$ cat src/rtl/ctrl_mem_pkg.sv
// Shared types for the ctrl_mem read/write controllers: FSM state encoding and
// the run counter type (one bit wider than the memory address).
package ctrl_mem_pkg;

  localparam int unsigned CM_ADDR_W = 3;

  typedef enum logic [1:0] {
    IDLE  = 2'd0,
    READ  = 2'd1,
    DRAIN = 2'd2
  } state_t;

  typedef logic [CM_ADDR_W:0] cnt_t;

endpackage

$ cat src/rtl/ctrl_mem_rd_buf.sv
// Two-entry output FIFO for ctrl_mem_read, plus its overflow/underflow checker.
// With CTRL_MEM_READ_LAST_EN defined each entry also carries a last flag.
module ctrl_mem_rd_buf #(
  parameter int DATA_WIDTH = 16
) (
  input  logic                  clk,
  input  logic                  reset,
  input  logic                  push,
  input  logic [DATA_WIDTH-1:0] push_data,
`ifdef CTRL_MEM_READ_LAST_EN
  input  logic                  push_last,
  output logic                  head_last,
`endif
  input  logic                  pop,
  output logic [DATA_WIDTH-1:0] head_data,
  output logic [1:0]            occ
);

  logic [DATA_WIDTH-1:0] r_data [2];
`ifdef CTRL_MEM_READ_LAST_EN
  logic                  r_last [2];
`endif
  logic                  r_head;
  logic                  r_tail;
  logic [1:0]            r_occ;

  // storage, pointers and occupancy; simultaneous push/pop leaves occupancy unchanged
  always_ff @(posedge clk) begin
    if (reset) begin
      r_data[0] <= '0;
      r_data[1] <= '0;
`ifdef CTRL_MEM_READ_LAST_EN
      r_last[0] <= 1'b0;
      r_last[1] <= 1'b0;
`endif
      r_head    <= 1'b0;
      r_tail    <= 1'b0;
      r_occ     <= 2'd0;
    end else begin
      if (push) begin
        r_data[r_tail] <= push_data;
`ifdef CTRL_MEM_READ_LAST_EN
        r_last[r_tail] <= push_last;
`endif
        r_tail         <= ~r_tail;
      end
      if (pop) begin
        r_head <= ~r_head;
      end
      case ({push, pop})
        2'b10:   r_occ <= r_occ + 2'd1;
        2'b01:   r_occ <= r_occ - 2'd1;
        default: r_occ <= r_occ;
      endcase
    end
  end

  assign head_data = r_data[r_head];
`ifdef CTRL_MEM_READ_LAST_EN
  assign head_last = r_last[r_head];
`endif
  assign occ       = r_occ;

  ctrl_mem_rd_buf_chk u_chk (
    .clk   (clk),
    .reset (reset),
    .push  (push),
    .pop   (pop),
    .occ   (r_occ)
  );

endmodule

// Occupancy checker for the two-entry buffer.
module ctrl_mem_rd_buf_chk (
  input logic       clk,
  input logic       reset,
  input logic       push,
  input logic       pop,
  input logic [1:0] occ
);

  // a push into a full buffer without a pop, or a pop from empty, is a design error
  always_ff @(posedge clk) begin
    if (!reset) begin
      assert (!(push && !pop && (occ == 2'd2))) else $error("ctrl_mem_rd_buf overflow");
      assert (!(pop && (occ == 2'd0)))          else $error("ctrl_mem_rd_buf underflow");
    end
  end

endmodule

$ cat src/rtl/ctrl_mem_read.sv
// Streams MEM_SIZE words from a 1-cycle-latency memory over a valid/ready master.
// Optional m_last output is enabled by defining CTRL_MEM_READ_LAST_EN.
module ctrl_mem_read
  import ctrl_mem_pkg::*;
#(
  parameter int MEM_ADDR_WIDTH = CM_ADDR_W,
  parameter int MEM_SIZE       = 8,
  parameter int DATA_WIDTH     = 16
) (
  input  logic                      clk,
  input  logic                      reset,
  input  logic                      start,
  input  logic [DATA_WIDTH-1:0]     mem_rd_data,
  output logic [MEM_ADDR_WIDTH-1:0] mem_addr,
  output logic                      mem_rd_en,
  output logic [DATA_WIDTH-1:0]     m_data,
  output logic                      m_valid,
`ifdef CTRL_MEM_READ_LAST_EN
  output logic                      m_last,
`endif
  input  logic                      m_ready,
  output logic                      busy,
  output logic                      done
);

  localparam cnt_t                      LAST_CNT  = cnt_t'(MEM_SIZE - 1);
  localparam logic [MEM_ADDR_WIDTH-1:0] LAST_ADDR = MEM_ADDR_WIDTH'(MEM_SIZE - 1);

  state_t                    r_state;
  state_t                    w_state_nxt;
  cnt_t                      r_issue_cnt;
  cnt_t                      r_accept_cnt;
  logic [MEM_ADDR_WIDTH-1:0] r_addr;
  logic                      r_inflight;
  logic                      r_done;
  logic [1:0]                w_occ;
  logic [2:0]                w_fill;
  logic [DATA_WIDTH-1:0]     w_head;
  logic                      w_pop;
  logic                      w_issue;
  logic                      w_last_issue;
  logic                      w_last_pop;
`ifdef CTRL_MEM_READ_LAST_EN
  logic                      r_inflight_last;
  logic                      w_head_last;
`endif

  // Words already buffered or in flight, minus the one leaving now, must leave room.
  assign w_pop   = (w_occ != 2'd0) && m_ready;
  assign w_fill  = {1'b0, w_occ} + {2'b00, r_inflight};
  assign w_issue = (r_state == READ) && (w_fill <= ({2'b00, w_pop} + 3'd1));

  // next-state logic
  always_comb begin
    w_state_nxt  = r_state;
    w_last_issue = w_issue && (r_issue_cnt == LAST_CNT);
    w_last_pop   = w_pop && (r_accept_cnt == LAST_CNT);
    case (r_state)
      IDLE:    if (start) w_state_nxt = READ;  else w_state_nxt = IDLE;
      READ:    if (w_last_issue) w_state_nxt = DRAIN; else w_state_nxt = READ;
      DRAIN:   if (w_last_pop) w_state_nxt = IDLE;  else w_state_nxt = DRAIN;
      default: w_state_nxt = IDLE;
    endcase
  end

  // state, counters, address and in-flight tracking
  always_ff @(posedge clk) begin
    if (reset) begin
      r_state      <= IDLE;
      r_issue_cnt  <= '0;
      r_accept_cnt <= '0;
      r_addr       <= '0;
      r_inflight   <= 1'b0;
      r_done       <= 1'b0;
    end else begin
      r_state    <= w_state_nxt;
      r_inflight <= w_issue;
      r_done     <= (r_state == DRAIN) && w_last_pop;
      if ((r_state == IDLE) && start) begin
        r_issue_cnt  <= '0;
        r_accept_cnt <= '0;
        r_addr       <= '0;
      end else begin
        if (w_issue) begin
          r_issue_cnt <= r_issue_cnt + cnt_t'(1);
          r_addr      <= (r_addr == LAST_ADDR) ? '0 : r_addr + MEM_ADDR_WIDTH'(1);
        end
        if (w_pop) begin
          r_accept_cnt <= r_accept_cnt + cnt_t'(1);
        end
      end
    end
  end

`ifdef CTRL_MEM_READ_LAST_EN
  // remembers whether the word in flight came from the final address
  always_ff @(posedge clk) begin
    if (reset) begin
      r_inflight_last <= 1'b0;
    end else begin
      r_inflight_last <= w_issue && (r_addr == LAST_ADDR);
    end
  end
`endif

  ctrl_mem_rd_buf #(
    .DATA_WIDTH (DATA_WIDTH)
  ) u_buf (
    .clk       (clk),
    .reset     (reset),
    .push      (r_inflight),
    .push_data (mem_rd_data),
`ifdef CTRL_MEM_READ_LAST_EN
    .push_last (r_inflight_last),
    .head_last (w_head_last),
`endif
    .pop       (w_pop),
    .head_data (w_head),
    .occ       (w_occ)
  );

  assign mem_addr  = r_addr;
  assign mem_rd_en = w_issue;
  assign m_data    = w_head;
  assign m_valid   = (w_occ != 2'd0);
`ifdef CTRL_MEM_READ_LAST_EN
  assign m_last    = w_head_last;
`endif
  assign busy      = (r_state != IDLE);
  assign done      = r_done;

endmodule

$ cat config.mk
export PLATFORM = sky130hd
export DESIGN_NAME = ctrl_mem_read
export DESIGN_NICKNAME = d
export VERILOG_FILES = /design/src/rtl/ctrl_mem_pkg.sv /design/src/rtl/ctrl_mem_rd_buf.sv /design/src/rtl/ctrl_mem_read.sv
export SDC_FILE = /design/constraint.sdc
export NUM_CORES = 1
export LEC_CHECK = 0
export CORE_MARGIN = 1
export CORE_UTILIZATION = 32
export DETAILED_ROUTE_END_ITERATION = 7
export GPL_TIMING_DRIVEN = 0
export PLACE_DENSITY = 0.61
export SLEW_MARGIN = 20
export SYNTH_ARGS = -nofsm -noshare
export SYNTH_HDL_FRONTEND = slang
export SYNTH_SLANG_ARGS = --single-unit
$ cat constraint.sdc
create_clock -name clk -period 2.54 [get_ports clk]
set_input_delay 0.254 -clock clk [delete_from_list [all_inputs] [get_ports clk]]
set_output_delay 0.254 -clock clk [all_outputs]
set_load 0.02 [all_outputs]
[After elaboration in Yosys (flattened, before gate mapping)]
Memories as Yosys holds them, arrays and structs flattened. A register that Yosys moved wholly into a read port is not among the register bits.
Index checks and enable logic that the tools add are counted.
Word-level totals
  bits in registers: 19
  bits in latches: 0
  RAM bits: 32
  memory bits (read-only): 0
  bits of input ports: 20
  output and inout port bits: 23
  logic and storage cells: 55
  memories: 1
Memory list
  u_buf.r_data: words 2, bits a word 16, rd ports 1, clocked after Yosys merged registers in 1, write ports 2, RTL line ctrl_mem_rd_buf.sv:19  | logic [DATA_WIDTH-1:0] r_data [2];
Cells by class
  $add $sub $neg: 7
  multipliers: 0
  divide/modulo/power cells: 0
  magnitude comparators: 1
  eq/ne operators: 7
  shift operators: 0
  multiplexer cells: 16
  bitwise operators: 2
  reductions and logical operators: 12
Operator list (number)
  16-bit 2-to-1 mux: 1
  16-bit OR reduction: 1
  1-bit 2-to-1 mux: 10
  4-bit by 1-bit adder with 4-bit output, second input constant: 2
  4-bit by 3-bit equality test with 1-bit output, second input constant: 2
  1-bit logical AND: 6
  2-bit case mux with 3 select lines: 1
  2-bit nonzero test: 3
  2-bit by 1-bit equality test with 1-bit output, second input constant: 2
  2-bit equality test, second input constant: 2
  2-bit 2-to-1 mux: 2
  2-bit case mux with 2 select lines: 1
  2-bit by 1-bit adder with 3-bit output: 1
  3-bit by 1-bit adder with 3-bit output, second input constant: 1
  3-bit equality test, second input constant: 1
  3-bit by 2-bit <= comparator with 1-bit output: 1
  3-bit 2-to-1 mux: 1
  1-bit by 1-bit adder with 2-bit output, second input constant: 1
  2-bit by 1-bit adder with 2-bit output, second input constant: 1
  2-bit logical NOT: 1
  1-bit NOT: 2
  2-bit OR reduction: 1
  2-bit by 1-bit subtractor with 2-bit output, second input constant: 1

[Depth between registers and ports, before layout]
Gate-level depths: netlist (run 1).
  word-level depth: 8
  gate-level depth with buffers: 6
  gate-level depth less buffers: 6

[Modules after synthesis]
From an unflattened synthesis (run 1), not the netlist that was laid out.
Second synthesis, totals
  cell total of the unflattened synthesis: 219
  area total of the unflattened synthesis: 2479.9 um^2
By module, submodules not included
  ctrl_mem_rd_buf: times used 1, cells each 125, area an instance 1597.8 um^2, sequential area each 1061.0 um^2
  ctrl_mem_read: times used 1, cells each 94, area an instance 882.1 um^2, sequential area each 300.3 um^2

[Least setup slack after synthesis (run 1)]
OpenSTA, ideal clock, no wires.
  kind: reg2out
  from: register u_buf.r_occ[1] (netlist: u_buf.occ[1])
  to: output mem_rd_en
  arrival time: 2.057 ns
  data required time: 2.286 ns
  setup slack: 0.229 ns
  stages on the path, launching flop included: 7
  buffers on the path: 0
  cell sequence: dfxtp_1 > o21ai_1 > inv_1 > fa_1 > o31a_1 > o21ai_0 > inv_1
On the way
  word-level cells in the longest chain between the ends: 5
  elaborated cells between the ends (all ways): 6
  classes of those cells: 2 x add/sub; 1 x order compare; 3 x reduce/logical
RTL lines
  from (decl): RTL line ctrl_mem_rd_buf.sv:25  | logic [1:0] r_occ;
  from (signal assigned): RTL line ctrl_mem_rd_buf.sv:51  | 2'b10: r_occ <= r_occ + 2'd1;
  from (signal assigned): RTL line ctrl_mem_rd_buf.sv:52  | 2'b01: r_occ <= r_occ - 2'd1;
  from (signal assigned): RTL line ctrl_mem_rd_buf.sv:53  | default: r_occ <= r_occ;
  2-bit nonzero test: RTL line ctrl_mem_read.sv:49  | assign w_pop = (w_occ != 2'd0) && m_ready;
  1-bit logical AND: RTL line ctrl_mem_read.sv:49
  via u_buf.pop: RTL line ctrl_mem_rd_buf.sv:14  | input logic pop,
  1-bit by 1-bit adder with 2-bit output: RTL line ctrl_mem_read.sv:51  | assign w_issue = (r_state == READ) && (w_fill <= ({2'b00, w_pop} + 3'd1));
  3-bit by 2-bit <= comparator with 1-bit output: RTL line ctrl_mem_read.sv:51
  1-bit logical AND: RTL line ctrl_mem_read.sv:51
  to (decl): RTL line ctrl_mem_read.sv:15  | output logic mem_rd_en,
The timed path passes the listed nets, and every way through them passes these cells.

[Worst setup path in the final report (run 1)]
  from: register r_inflight
  to: output mem_rd_en
On the way
  word-level cells in the longest chain between the ends: 3
RTL lines
  from (decl): RTL line ctrl_mem_read.sv:34  | logic r_inflight;
  from (signal assigned): RTL line ctrl_mem_read.sv:77  | r_inflight <= w_issue;
  2-bit by 1-bit adder with 3-bit output: RTL line ctrl_mem_read.sv:50  | assign w_fill = {1'b0, w_occ} + {2'b00, r_inflight};
  3-bit by 2-bit <= comparator with 1-bit output: RTL line ctrl_mem_read.sv:51
  1-bit logical AND: RTL line ctrl_mem_read.sv:51
Every way passes these cells.

==> impl_metrics.py, run 1 <==
metrics = {
    "status": {
        "status": "completed",
    },
    "worst_setup_path": {
        "worst_ep_required_time_ns": 2.29,
        "max_stage_delay_ns": 0.46,
        "cp_num_buf_inv": 3,
        "reg2reg_to": "r_issue_cnt[3]",
        "cp.arrival_ns": 2.14,
        "rrSetupSlack_ns": 0.16,
        "criticalPathCategory": "flip-flop to output port",
        "slowest_stage": "fa_2",
        "critPathLaunchType": "flip-flop",
        "timing.rr.start": "r_inflight",
        "crit_top_cell": "inv_1",
        "cp_max_fo": 6,
        "worstPathCellList": "ha_1 -> inv_1 -> fa_2 -> o31a_1 -> o21ai_2 -> inv_1 -> clkbuf_2",
        "crit_family": "adder cells",
        "rr_worst_depth": 8,
        "worstSetupEndpointType": "output port",
    },
    "hold_path": {
        "whs_endpoint": "done",
        "hold_path.class": "flip-flop to flip-flop",
        "hold_depth": 1,
        "hold_start": "r_accept_cnt[3]",
    },
    "synth": {
        "ys_seq_area_frac": 0.549,
        "synth_edf_count": 32,
        "synth_flop_cell": "edfxtp_1",
        "synth-async-reset-ratio": 0,
        "ys_types": 43,
        "ys.warnings.count": 0,
        "synth_seq_cells": 52,
        "synth.avg_cell_area_um2": 12.2,
        "syn_nets": 232,
        "syn_inst": 204,
        "syn-cell-area_um2": 2480,
    },
    "finish": {
        "layout.nets": 284,
        "layout_common_cells": "clkdlybuf4s50_1, and2_1, edfxtp_1, dfxtp_1, mux2_2",
        "fillers": 728,
        "drive_gt1_frac": 0.210,
        "final_common_cell": "clkdlybuf4s50_1",
        "final_cells": 356,
        "antenna_cells": 0,
        "area_delta_synth_final_pct": 27.7,
    },
    "timing": {
        "fmax_ghz": 0.418,
        "finalHoldViolations": 0,
        "rsz0062_at_grt": "false",
        "tightest_slew_ns": 0.686,
        "fin_setup_tns_ns": 0,
        "setup_viol": 0,
        "worst_clock_skew_ns": 0.00472,
        "hold_ws_ns": 0.476,
        "period_share": 0.942,
        "setup_ws_ns": 0.146,
        "final.min_clock_period_ns": 2.39,
        "final_max_slew_viol_count": 0,
        "relSlewSlack": 0.542,
    },
    "floorplanning": {
        "core_um2": 7370,
        "die_height_um": 90.0,
        "fp.dieW_um": 90.0,
        "io_pins": 43,
        "initial_core_util": 0.337,
        "dieArea_um2": 8110,
        "row_count": 31,
    },
    "flow_run": {
        "drv_cap": 0,
    },
    "grt": {
        "grt_max_degree": 17,
        "grt_pass1_wl_mm": 8.02,
        "grtUsageTotal": 0.125,
        "antenna_found_initial": 0,
        "grt_pass1_vias": 1616,
        "grt.overflow.total": 0,
    },
    "clock_network": {
        "cts.path.max_buffers": 2,
        "cts_tree": "done",
        "root_buffer": "clkbuf_8",
        "h-tree-depth": 2,
        "cts_made_buffers": 5,
        "clock_sinks": 52,
        "postCtsHoldBufs": 0,
        "clock_latency_ns": 0.30,
        "clkTransAtPathRegs_ns": 0.09,
    },
    "route": {
        "remaining_drc_errors": 0,
        "drt_first_pass_iters": 4,
        "drtAntennaViolNets": 0,
        "vias": 1656,
        "drt_iter0_markers": 57,
        "vias_per_cell": 4.65,
        "routed_wl_mm": 4.81,
        "wl_per_cell_um": 13.5,
    },
    "place": {
        "placed_cells": 344,
        "gp_congestion": 0.743,
        "numPortBuffers": 41,
        "place_hpwl_mm": 3.26,
        "post-place-ws_ns": -0.892,
    },
    "pwr": {
        "powerDensity_nw_per_um2": 754,
        "p_leak_nw": 1.17,
        "ir_drop_mv": 0.445,
        "finalPower_mw": 2.39,
    },
}
[flip-flops by register name, summed over array words and instances, names as in the netlist, named ones only]
signal / count
u_buf.r_data: 32
r_state: 2
u_buf.r_head: 1
r_accept_cnt: 4
u_buf.r_tail: 1
r_issue_cnt: 4
done: 1
r_inflight: 1
mem_addr: 3
u_buf.occ: 2
[cell type report]
cell class                      count  area, µm²  share of cell area
Clock buffer                        5       68.8              0.0217
Tap cell                           99        124              0.0391
Timing Repair Buffer               46        442               0.139
Buffer                              7       45.0              0.0142
Multi-Input combinational cell    134       1060               0.336
Clock inverter                      3       18.8             0.00593
Inverter                           10       37.5              0.0119
Sequential cell                    52       1370               0.432
[kinds of logic (layout without fill, tap and decap cells)]
logic type                 count (synthesis)  count (layout)  synth area share
AOI/OAI and AO/OA                         33              33            0.0933
adders and majority gates                  8               8            0.0434
buffers and inverters                     18              71            0.0338
xor gates and xnor gates                   6               6            0.0212
DFF                                       52              52             0.549
muxes                                     18              18            0.0807
and+or+nand+nor                           69              69             0.179
[power breakdown]
group          switching, mW  internal, mW  total [mW]  leakage, nW
Combinational          0.458         0.423       0.881        0.629
Clock                  0.267         0.193       0.460       0.0479
Sequential            0.0612         0.985        1.05        0.497
[worst register-to-register path: cells and delay by family, from the launching register on]
kind / cells / cell delay [ns]
AO/OA/AOI/OAI: 1 / 0.28
adder cells (fa/ha/maj): 2 / 0.69
buffers and inverters: 3 / 0.41
flip-flops: 1 / 0.37
multiplexers: 1 / 0.19
AND/OR/NAND/NOR: 1 / 0.39
[synth_stat cells (2+ instances only)]
master    count  share of area
a21oi_1       8          0.016
o31ai_1       2         0.0061
or2_2         3         0.0076
inv_1        10          0.015
ha_1          7          0.035
edfxtp_1     32           0.39
nor2_1       10          0.015
and2_1       32          0.081
buf_6         2         0.0091
mux2i_1       2         0.0081
o211ai_1      7          0.021
o21ai_0       3         0.0061
or3b_2        3          0.011
nand2_1       3         0.0045
mux2_2       16          0.073
nor3_2        2         0.0081
xnor2_1       6          0.021
nand3_1       2         0.0040
dfxtp_1      20           0.16
nand3b_1      3         0.0091
clkbuf_1      5         0.0076
o221ai_1      5          0.018
[timing repair]
| action | CTS | global route |
|---|---|---|
| buffers inserted | 5 | 0 |
| pin swaps | 4 | 0 |
| endpoints found under the hold margin | 0 | 0 |
| setup endpoints to repair | 8 | 12 |
| gates resized for setup | 14 | 3 |
[routing by layer]
layer / track usage / vias to the layer above / part of all wire
met4: 0.0363 / 0 / 0.011
met3: 0.0305 / 6 / 0.046
met2: 0.198 / 39 / 0.46
met5: 0 / - / 0
met1: 0.169 / 772 / 0.48
li1: - / 839 / -
[worst max-delay path by stage]
stage | end | slack, ns | cells past startpoint | from
after CTS | mem_rd_en | 0.004 | 7 | r_inflight
after global placement | mem_rd_en | -0.88 | 8 | m_ready
after floorplan | mem_rd_en | 0.23 | 6 | u_buf.occ[1]
after detailed placement | mem_rd_en | -0.89 | 8 | m_ready
after global routing | mem_rd_en | 0.04 | 7 | r_inflight
final | mem_rd_en | 0.15 | 7 | r_inflight
[per-stage QoR]
step	util	cell area, µm²
floorplan	-	2480
global placement	0.409	3010
detailed placement	0.409	3010
CTS	0.430	3170
global route	0.430	3170
finish	0.430	3170
No activity file was read; power rests on OpenSTA's default activity.
==> run 2: changes to the inputs <==
- CAP_MARGIN: not set -> 25
==> results of run 2 <==
The final DEF is identical to that of run 1; final timing and power are the same.
==> run 3: changes to the inputs <==
- SETUP_SLACK_MARGIN: not set -> 0.4
==> run 3 against run 2 <==
Routed wire length rose by 3.0%. Sequential power barely moved. Fmax rose by 6.2%. Sequential cell count did not move. Non-clock buffer count rose by 8. Highest routed layer unchanged. Hold slack got worse by 0.0077 ns.
==> impl_metrics.py, run 3 (synthesis gave the netlist of run 1 again) <==
metrics = {
    "status": {
        "status": "completed",
    },
    "hold_path": {
        "hold_start": "r_accept_cnt[3]",
        "hold_depth": 1,
        "whs_endpoint": "done",
        "hold_path.class": "flip-flop to flip-flop",
    },
    "grt": {
        "grtUsageTotal": 0.126,
        "grt_pass1_wl_mm": 8.24,
        "grt_max_degree": 17,
        "antenna_found_initial": 0,
        "grt_pass1_vias": 1717,
        "grt.overflow.total": 0,
    },
    "pwr": {
        "p_sw_frac": 0.319,
        "p_leak_nw": 1.25,
        "internal-power_mw": 1.72,
        "seq_power_share": 0.408,
        "pwr-share-comb": 0.370,
        "switchingPower_mw": 0.806,
        "ir_drop_mv": 0.409,
        "powerDensity_nw_per_um2": 775,
        "clock_power_share": 0.222,
        "finalPower_mw": 2.53,
    },
    "worst_setup_path": {
        "rr_worst_depth": 7,
        "critPathLaunchType": "flip-flop",
        "worst_ep_required_time_ns": 2.29,
        "timing.rr.start": "u_buf.occ[1]",
        "cp_max_fo": 5,
        "reg2reg_to": "mem_addr[2]",
        "cp.arrival_ns": 2.00,
        "crit_path_start": "u_buf.occ[1]",
        "rrSetupSlack_ns": 0.42,
        "criticalPathCategory": "flip-flop to output port",
        "worstSetupEndpointType": "output port",
    },
    "floorplanning": {
        "core_um2": 7370,
        "io_pins": 43,
        "row_count": 31,
        "initial_core_util": 0.337,
        "dieArea_um2": 8110,
        "fp.dieW_um": 90.0,
        "die_height_um": 90.0,
    },
    "place": {
        "place_hpwl_mm": 3.18,
        "placed_cell_area_um2": 3020,
        "numPortBuffers": 41,
        "post-place-ws_ns": -0.609,
        "placed_cells": 344,
        "gp_congestion": 0.769,
    },
    "finish": {
        "multiInputGateArea_um2": 1080,
        "final_cells": 364,
        "final_cell_area_um2": 3260,
        "area_delta_synth_final_pct": 31.6,
        "regArea_um2": 1370,
        "fillers": 715,
        "layout_common_cells": "and2_1, edfxtp_1, clkdlybuf4s50_1, dfxtp_1, mux2_2",
        "largest_reg_flops": 32,
        "antenna_cells": 0,
        "layout.nets": 292,
        "largest_register": "u_buf.r_data",
        "reg_top3": "u_buf.r_data (32), r_accept_cnt (4), r_issue_cnt (4)",
        "fin_util": 0.443,
        "drive_gt1_frac": 0.238,
    },
    "clock_network": {
        "cts_made_buffers": 5,
        "cts.path.max_buffers": 2,
        "h-tree-depth": 2,
        "cts_tree": "done",
        "clkTransAtPathRegs_ns": 0.10,
        "postCtsHoldBufs": 0,
        "clock_sinks": 52,
        "clock_latency_ns": 0.30,
        "root_buffer": "clkbuf_8",
    },
    "route": {
        "remaining_drc_errors": 0,
        "wl_per_cell_um": 13.6,
        "routed_wl_mm": 4.95,
        "drt_iter0_markers": 75,
        "vias_per_cell": 4.73,
        "vias": 1723,
        "drt_first_pass_iters": 6,
        "drtAntennaViolNets": 0,
    },
    "timing": {
        "tightest_slew_ns": 0.701,
        "setup_ws_ns": 0.285,
        "relSlewSlack": 0.532,
        "hold_ws_ns": 0.468,
        "rsz0062_at_grt": "true",
        "period_share": 0.888,
        "final_max_slew_viol_count": 0,
        "fin_setup_tns_ns": 0,
        "setup_viol": 0,
        "finalHoldViolations": 0,
        "fmax_ghz": 0.443,
        "final.min_clock_period_ns": 2.26,
        "worst_clock_skew_ns": 0.00899,
    },
    "flow_run": {
        "drv_cap": 0,
    },
}
run 3: layer usage:
layer / global-route usage / wire length (µm) / share of wire
met1: 0.164 / 2380 / 0.48
met2: 0.211 / 2340 / 0.47
met5: 0 / 0 / 0
met4: 0.0323 / 49 / 0.0099
met3: 0.0279 / 174 / 0.035
run 3: worst max-delay path, stage by stage, from the launching register on:
cell,delay (ns)
dfxtp_4,0.38
o21ai_4,0.17
inv_2,0.06
fa_2,0.45
buf_4,0.16
nor3b_4,0.21
o21ai_2,0.10
inv_1,0.07
buf_6,0.11
run 3: worst max path at each step:
| stage | slack, ns | cells after the start | end |
|---|---|---|---|
| 2_1_floorplan | 0.42 | 6 | r_issue_cnt[3] |
| 3_3_place_gp | -0.60 | 8 | mem_rd_en |
| 3_5_place_dp | -0.61 | 8 | mem_rd_en |
| 4_1_cts | 0.28 | 7 | mem_rd_en |
| 5_1_grt | 0.19 | 8 | mem_rd_en |
| 6_report | 0.28 | 8 | mem_rd_en |
run 3: layout make-up:
type | instances | area share
buffer | 8 | 0.0165
clock buffer | 5 | 0.0211
clock inverter | 3 | 0.0130
inverter | 10 | 0.0115
multi-input combinational | 134 | 0.330
sequential | 52 | 0.421
tap | 99 | 0.0380
timing repair buffer | 53 | 0.150
run 3: repair_timing:
| action | in CTS | in global routing |
|---|---|---|
| setup buffers | 12 | 0 |
| endpoints found under the setup margin | 21 | 8 |
| resized for setup | 33 | 0 |
| pin swaps | 5 | 3 |
run 3: power by group through the flow:
stage / Clock, mW / Sequential [mW] / Combinational [mW]
floorplan: 0 / 1.04 / 0.520
global placement: 0 / 1.05 / 0.786
detailed placement: 0 / 1.05 / 0.794
CTS: 0.575 / 1.03 / 0.924
global route: 0.606 / 1.04 / 1.01
finish: 0.560 / 1.03 / 0.936
